### src/rtl/apb_pkg.sv
// Shared APB definitions: state encodings, default bus widths and strobe width.
// Used by the requester bridge, the memory slave and their benches.
package apb_pkg;

  typedef enum logic [1:0] {
    IDLE   = 2'b00,
    SETUP  = 2'b01,
    ACCESS = 2'b10
  } apb_state_e;

  localparam int APB_DATA_SIZE = 32;
  localparam int APB_ADDR_SIZE = 6;
  localparam int APB_STRB_SIZE = APB_DATA_SIZE / 8;

  function automatic int apb_strb_width(input int data_size);
    return data_size / 8;
  endfunction

endpackage

### src/rtl/apb_mst_timeout.sv
// Saturating ACCESS wait-state counter; o_expired flags TIMEOUT low-PREADY cycles.
// TIMEOUT of 0 disables expiry entirely.
module apb_mst_timeout #(
  parameter int TIMEOUT = 16
) (
  input  logic i_clk,
  input  logic i_rst_n,
  input  logic i_clr,
  input  logic i_en,
  output logic o_expired
);

  // Keep at least one bit so TIMEOUT=0 still elaborates cleanly.
  localparam int CW = (TIMEOUT > 0) ? $clog2(TIMEOUT + 1) : 1;
  localparam logic [CW-1:0] LIMIT = CW'(TIMEOUT);

  logic [CW-1:0] r_cnt;

  always_ff @(posedge i_clk or negedge i_rst_n) begin
    if (!i_rst_n) begin
      r_cnt <= '0;
    end else if (i_clr) begin
      r_cnt <= '0;
    end else if (i_en && (r_cnt != LIMIT)) begin
      r_cnt <= r_cnt + 1'b1;
    end
  end

  assign o_expired = (TIMEOUT != 0) && (r_cnt == LIMIT);

endmodule

### src/rtl/apb_mst_bridge.sv
// APB requester: one valid/ready command becomes one SETUP/ACCESS transfer and
// one held response; a wait-state timeout aborts transfers to a hung slave.
module apb_mst_bridge
  import apb_pkg::*;
#(
  parameter int DATA_SIZE = APB_DATA_SIZE,
  parameter int ADDR_SIZE = APB_ADDR_SIZE,
  parameter int TIMEOUT   = 16
) (
  input  logic                   PCLK,
  input  logic                   PRESETn,
  input  logic                   cmd_valid,
  output logic                   cmd_ready,
  input  logic                   cmd_write,
  input  logic [ADDR_SIZE-1:0]   cmd_addr,
  input  logic [DATA_SIZE-1:0]   cmd_wdata,
  input  logic [DATA_SIZE/8-1:0] cmd_strb,
  output logic                   rsp_valid,
  input  logic                   rsp_ready,
  output logic [DATA_SIZE-1:0]   rsp_rdata,
  output logic                   rsp_err,
  output logic                   rsp_timeout,
  output logic                   PSEL,
  output logic                   PENABLE,
  output logic                   PWRITE,
  output logic [ADDR_SIZE-1:0]   PADDR,
  output logic [DATA_SIZE-1:0]   PWDATA,
  output logic [DATA_SIZE/8-1:0] PSTROBE,
  input  logic [DATA_SIZE-1:0]   PRDATA,
  input  logic                   PREADY,
  input  logic                   PSLVERR
);

  apb_state_e r_state, w_next;

  logic                   r_pwrite;
  logic [ADDR_SIZE-1:0]   r_paddr;
  logic [DATA_SIZE-1:0]   r_pwdata;
  logic [DATA_SIZE/8-1:0] r_pstrobe;
  logic                   r_rsp_valid;
  logic [DATA_SIZE-1:0]   r_rsp_rdata;
  logic                   r_rsp_err;
  logic                   r_rsp_timeout;

  logic w_accept;
  logic w_done;
  logic w_abort;
  logic w_expired;

  assign cmd_ready = (r_state == IDLE) && !r_rsp_valid;
  assign w_accept  = cmd_valid && cmd_ready;
  // PREADY on the expiry edge wins over the timeout.
  assign w_done    = (r_state == ACCESS) && PREADY;
  assign w_abort   = (r_state == ACCESS) && !PREADY && w_expired;

  apb_mst_timeout #(
    .TIMEOUT (TIMEOUT)
  ) u_timeout (
    .i_clk     (PCLK),
    .i_rst_n   (PRESETn),
    .i_clr     (r_state == SETUP),
    .i_en      ((r_state == ACCESS) && !PREADY),
    .o_expired (w_expired)
  );

  always_ff @(posedge PCLK or negedge PRESETn) begin
    if (!PRESETn) begin
      r_state <= IDLE;
    end else begin
      r_state <= w_next;
    end
  end

  always_comb begin
    w_next = r_state;
    case (r_state)
      IDLE:    if (w_accept) w_next = SETUP;
      SETUP:   w_next = ACCESS;
      ACCESS:  if (w_done || w_abort) w_next = IDLE;
      default: w_next = IDLE;
    endcase
  end

  // Reads keep the previous PWDATA so the data bus does not toggle needlessly.
  always_ff @(posedge PCLK or negedge PRESETn) begin
    if (!PRESETn) begin
      r_pwrite  <= 1'b0;
      r_paddr   <= '0;
      r_pwdata  <= '0;
      r_pstrobe <= '0;
    end else if (w_accept) begin
      r_pwrite  <= cmd_write;
      r_paddr   <= cmd_addr;
      r_pstrobe <= cmd_write ? cmd_strb : '0;
      if (cmd_write) begin
        r_pwdata <= cmd_wdata;
      end
    end
  end

  always_ff @(posedge PCLK or negedge PRESETn) begin
    if (!PRESETn) begin
      r_rsp_valid   <= 1'b0;
      r_rsp_rdata   <= '0;
      r_rsp_err     <= 1'b0;
      r_rsp_timeout <= 1'b0;
    end else if (w_done) begin
      r_rsp_valid   <= 1'b1;
      r_rsp_rdata   <= r_pwrite ? '0 : PRDATA;
      r_rsp_err     <= PSLVERR;
      r_rsp_timeout <= 1'b0;
    end else if (w_abort) begin
      r_rsp_valid   <= 1'b1;
      r_rsp_rdata   <= '0;
      r_rsp_err     <= 1'b1;
      r_rsp_timeout <= 1'b1;
    end else if (r_rsp_valid && rsp_ready) begin
      r_rsp_valid   <= 1'b0;
    end
  end

  assign PSEL        = (r_state != IDLE);
  assign PENABLE     = (r_state == ACCESS);
  assign PWRITE      = r_pwrite;
  assign PADDR       = r_paddr;
  assign PWDATA      = r_pwdata;
  assign PSTROBE     = r_pstrobe;
  assign rsp_valid   = r_rsp_valid;
  assign rsp_rdata   = r_rsp_rdata;
  assign rsp_err     = r_rsp_err;
  assign rsp_timeout = r_rsp_timeout;

endmodule

### config.mk
export PLATFORM = sky130hd
export DESIGN_NAME = apb_mst_bridge
export DESIGN_NICKNAME = d
export VERILOG_FILES = /design/src/rtl/apb_pkg.sv /design/src/rtl/apb_mst_timeout.sv /design/src/rtl/apb_mst_bridge.sv
export SDC_FILE = /design/constraint.sdc
export NUM_CORES = 1
export LEC_CHECK = 0
export BUFFER_PORTS_ARGS = -buffer_cell sky130_fd_sc_hd__buf_2
export CORE_ASPECT_RATIO = 1.4
export CORE_MARGIN = 4
export CORE_UTILIZATION = 34
export DETAILED_ROUTE_END_ITERATION = 7
export GPL_TIMING_DRIVEN = 0
export MAX_ROUTING_LAYER = met4
export PLACE_DENSITY = 0.67
export SETUP_SLACK_MARGIN = 0.15
export SLEW_MARGIN = 20
export SYNTH_ARGS = -nofsm -noshare
export SYNTH_HDL_FRONTEND = slang
export SYNTH_SLANG_ARGS = --single-unit
export TNS_END_PERCENT = 50
### constraint.sdc
create_clock -name PCLK -period 4.59 [get_ports PCLK]
set_input_delay 0 -clock PCLK [delete_from_list [all_inputs] [get_ports PCLK]]
set_output_delay 0 -clock PCLK [all_outputs]
set_load 0.02 [all_outputs]
; After elaboration in Yosys (flattened, before gate mapping)
; Index checks and enable logic that the tools add are counted.
; Widths: inputs -> output; s select.
[word_totals]
register_bits = 85
input_bits = 81
romBits = 0
mem_count = 0
mem_bits_rw = 0
latchBits = 0
[op_classes]
reduce_logical = 17
muxes = 15
shifts = 0
n_lt_le_gt_ge = 0
addsub = 1
bitwise_logic = 0
n_div = 0
n_eq_ne = 6
mul = 0
[ops]
columns = operator, count
row1 = $mux 32, 3
row2 = $mux 5, 2
row3 = $logic_and 1x1->1, 7
row4 = $mux 1, 6
row5 = $pmux 2 s3, 1
row6 = $reduce_bool 2->1, 3
row7 = $add 5x1->5 const B, 1
row8 = $eq 5x5->1 const B, 1
row9 = $ne 5x5->1 const B, 1
row10 = $mux 2, 2
row11 = $mux 4, 1
row12 = $reduce_and 2->1, 2
row13 = $reduce_bool 3->1, 1
row14 = $eq 2x1->1 const B, 1
row15 = $eq 2x2->1 const B, 1
row16 = $logic_not 1->1, 2
row17 = $logic_not 2->1, 1
row18 = $ne 2x1->1 const B, 1
row19 = $ne 2x2->1 const B, 1
row20 = $logic_or 1x1->1, 1

; Logic depth before layout (Yosys ltp)
[depth]
word_depth = 6
depth_mapped = 7

; Cells and area by module
; From an unflattened synthesis, not the netlist that was laid out.
[unflattened]
hier_cells = 234
area_unflattened_um2 = 3339.5
[by_module_without_submodules]
columns = mod, area_per_inst_um2, cells_per_inst, seq_area_each_um2, instances
row1 = apb_mst_bridge, 3059.2, 207, 2001.9, 1
row2 = apb_mst_timeout, 280.3, 27, 125.1, 1

; Worst setup path before layout
; Ideal clock, no wire load.
[synth_timing]
path_kind = register to register
start = register r_rsp_valid, in the netlist rsp_valid
end = register r_pwdata[10], in the netlist PWDATA[10]
arrival_time_ns = 1.610
setup_time_ns = 0.125
path_stages_with_launch = 6
slack_ns = 2.855
cell_sequence = dfrtp_1 or4b_4 inv_2 nand2_2 buf_6 mux2_4
[synth_between]
elab_chain_len = 4
[synth_rtl]
columns = item, line
row1 = from (decl), apb_mst_bridge.sv:40  ; logic r_rsp_valid;
row2 = from (signal assigned), apb_mst_bridge.sv:103  ; r_rsp_valid <= 1'b0;
row3 = from (signal assigned), apb_mst_bridge.sv:108  ; r_rsp_valid <= 1'b1;
row4 = from (signal assigned), apb_mst_bridge.sv:113  ; r_rsp_valid <= 1'b1;
row5 = $logic_not 1->1, apb_mst_bridge.sv:50  ; assign cmd_ready = (r_state == IDLE) && !r_rsp_valid;
row6 = $logic_and 1x1->1, apb_mst_bridge.sv:50
row7 = $logic_and 1x1->1, apb_mst_bridge.sv:51  ; assign w_accept = cmd_valid && cmd_ready;
row8 = $reduce_and 2->1 (no line), -
row9 = to (signal assigned), apb_mst_bridge.sv:96  ; r_pwdata <= cmd_wdata;
row10 = to (decl), apb_mst_bridge.sv:38  ; logic [DATA_SIZE-1:0] r_pwdata;
; Every way passes these cells.
; A chain may end at the register's enable or synchronous reset.

; Worst setup path after layout
[layout_timing]
start = register u_timeout.r_cnt[0]
end = register r_rsp_rdata[30], in the netlist rsp_rdata[30]
[layout_between]
elab_chain_len = 3
[layout_rtl]
columns = item, line
row1 = from (decl), apb_mst_timeout.sv:17  ; logic [CW-1:0] r_cnt;
row2 = from (signal assigned), apb_mst_timeout.sv:25  ; r_cnt <= r_cnt + 1'b1;
row3 = $eq 5x5->1, apb_mst_timeout.sv:29  ; assign o_expired = (TIMEOUT != 0) && (r_cnt == LIMIT);
row4 = $logic_and 1x1->1, apb_mst_bridge.sv:54  ; assign w_abort = (r_state == ACCESS) && !PREADY && w_expired;
row5 = $reduce_bool 2->1 (no line), -
row6 = to (signal assigned), apb_mst_bridge.sv:109  ; r_rsp_rdata <= r_pwrite ? '0 : PRDATA;
row7 = to (decl), apb_mst_bridge.sv:41  ; logic [DATA_SIZE-1:0] r_rsp_rdata;
; Every way passes these cells.

==> reports/results.ini <==
[routing]
drc_errors = 0
top_layer_used = met4
drtIter0Drc = 85
wirelength_um = 9660
dr_total_vias = 2895
vias_per_cell = 4.57
met3WireLength_um = 616
dr.pass1.iters = 4
drtAntennaViolNets = 0
wl_per_cell_um = 15.2
dr_wl_met2_um = 4970
m1WireLength_um = 3790

[final_layout]
nets = 579
drive_gt1_frac = 0.433
regArea_mm2 = 0.00213
syn_to_final_growth_pct = 61.9
fill_cells = 788
multi_input_area_mm2 = 0.00114
postLayoutCoreUtil = 0.572

[timing]
slew_violations = 0
hold_violations = 0
rsz0062_at_grt = false
fin_setup_tns_ns = 0
fin_skew_ns = 0.00645
slew_headroom = 0.623
holdWs_ns = 0.0441
worst_slew_pin_slew_ns = 0.565
setup_viol = 0
period_minus_slack_ns = 2.24
fmax_ghz = 0.447
period_share = 0.487

[synth]
ys_types = 32
synthDominantCellAreaShare = 0.629
synth_top_area_cell = dfrtp_1
ys.flop_type = dfrtp_1
netlist_instances = 243
synth.cell_area_mm2 = 0.00338
synth_area_leaders = dfrtp_1 63%, mux2_4 13%, a22o_1 8.6%
yosysMostFrequentCell = dfrtp_1
syn_avg_cell_area_um2 = 13.9
yosys_warnings = 0
synth-edff-count = 0
ys_seq_area_frac = 0.629
synth_nets = 326
synth_seq_cells = 85
synthTopCellsByCount = 85 x dfrtp_1, 34 x nand2_1, 33 x a22o_1, 29 x mux2_4, 7 x clkbuf_1
synthArstFlopShare = 1.00

[die]
die_x_um = 92.3
initial_core_util = 0.353
fp.dieH_um = 126
rows = 42
coreArea_mm2 = 0.00956
die-area_mm2 = 0.0116
io-pin-count = 162

[status]
status = complete, no violations

[critical_path]
critical_path.endpoint = rsp_rdata[30]
crit_path_max_fanout = 10
cp.required_ns = 4.86
crit_path_start_kind = flop
crit_path_start = u_timeout.r_cnt[0]
endpoint_kind = flop
crit_type = flop to flop
worstPathCellList = inv_1, ha_1, nor4bb_1, clkbuf_1, o21ai_1, clkbuf_1, a22o_1
r2r-end = rsp_rdata[30]
worst-r2r-setup-slack_ns = 2.35
critPathMaxStageDelay_ns = 0.50
path_common_cell = clkbuf_1
cp.arrival_ns = 2.51
worstRegToRegCells = 7
cp_slowest_cell = clkbuf_1
r2r-start = u_timeout.r_cnt[0]

[grt]
grt_pass1_wl_um = 15800
grt.total_usage = 0.176
grt_pass1_vias = 3223
globalRouteOverflowTotal = 0
grt_start_max_net_pins = 52
grt_antenna_before_repair = 0

[clock_tree]
clkSinkCount = 85
cts_resized = 0
tritoncts = built
numCtsBuffers = 9
cts-root-buf = clkbuf_16
htree_num_levels = 3
clk_latency_ns = 0.34
cts.clk_slew.worst_paths_ns = 0.06
cts.path.max_buffers = 2

[power]
power.internal_uw = 2130
comb_power_share = 0.440
switchingPower_uw = 1360
clkPwrFrac = 0.196
power_leakage_uw = 0.00287
seqPwrFrac = 0.364
ir_drop_mv = 0.353
power_density_mw_per_mm2 = 638
power_uw = 3490
swShare = 0.389

[placed_design]
portBuffers = 160
dp_hpwl_um = 6240
gp_congestion = 0.720

[hold_path]
hold_path_class = input port to flop

[job]
drv_cap = 0

## worst max-delay path, delay by kind of cell (launching register included)
kind,cells,cell delay (ns)
AO/OA/AOI/OAI,2,0.68
adder cells (fa/ha/maj),1,0.20
buffers and inverters,3,0.75
flip-flops,1,0.42
AND/OR/NAND/NOR,1,0.12
## kinds of logic (layout without fill, tap and decap cells)
kind of cell,Yosys count,count (layout),synth area share
compound gates,48,48,0.114
fa+ha+maj,2,2,0.00740
buf+inv,22,280,0.0329
flops,85,85,0.629
mux,32,32,0.139
other cells,0,1,0
simple gates,54,54,0.0774
## worst min-delay path by stage
stage                          from                  to  slack (ns)  depth (start not counted)
after floorplan             PRESETn            PADDR[0]       -0.30                          0
after global placement    rsp_ready           rsp_valid        0.18                          2
after detailed placement    PRESETn  u_timeout.r_cnt[2]       -0.01                          1
after CTS                    PREADY         rsp_timeout        0.04                          2
after global routing         PREADY         rsp_timeout        0.09                          2
final                        PREADY         rsp_timeout        0.04                          2
## cells in the final DEF, fill, tap and decap left out, types with 2 or more instances in the layout
cell type and n:
a21oi_1 4, a22o_1 33, buf_2 164, buf_6 3
clkbuf_1 7, clkbuf_16 9, clkinv_4 2, dfrtp_1 85
dlygate4sd3_1 81, ha_1 2, inv_1 6, inv_6 3
mux2_1 3, mux2_4 29, nand2_1 34, nand3_1 4
nor2_1 3, o21ai_0 2, o21ai_1 3, or3_1 4
## registers in the layout, indices dropped and copies added (netlist names)
name,cells
PWDATA,32
rsp_rdata,32
PADDR,6
u_timeout.r_cnt,5
PSTROBE,4
r_state,2
PWRITE,1
rsp_err,1
rsp_timeout,1
rsp_valid,1
## power by group through the flow
| stage | clock [uW] | sequential, uW | combinational [uW] |
|---|---|---|---|
| after global routing | 731 | 1320 | 1640 |
| after floorplan | 0 | 1640 | 590 |
| after detailed placement | 0 | 1270 | 1480 |
| after CTS | 705 | 1270 | 1540 |
| final | 684 | 1270 | 1540 |
| after global placement | 0 | 1260 | 1460 |
## cell type report
cell class | instances | area share
Buffer | 15 | 0.0156
Sequential cell | 85 | 0.389
Timing Repair Buffer | 242 | 0.300
Clock buffer | 9 | 0.0412
Tap cell | 132 | 0.0302
Inverter | 7 | 0.00480
Multi-Input combinational cell | 136 | 0.209
Clock inverter | 7 | 0.0103
Antenna cell | 1 | 0.000457
## per-layer routing
layer | GRT usage | vias up
met5 | - | -
met4 | 0.0919 | 0
met3 | 0.0322 | 25
met2 | 0.293 | 127
met1 | 0.201 | 1377
li1 | - | 1366
## through the flow
step                setup WS (ns)  std cells  cell area, um2
floorplan                    2.85        243            3380
global placement             2.41        535            4350
detailed placement           2.37        536            4380
global route                 2.18        633            5470
finish                       2.35        634            5470
CTS                          2.35        633            5470
## repair_timing
action                     4_1_cts  5_1_grt
setup endpoints to repair        0        0
setup buffers                    0        0
hold buffers                    81        0
hold endpoints to repair       110        0
No activity file was read; power rests on OpenSTA's default activity.
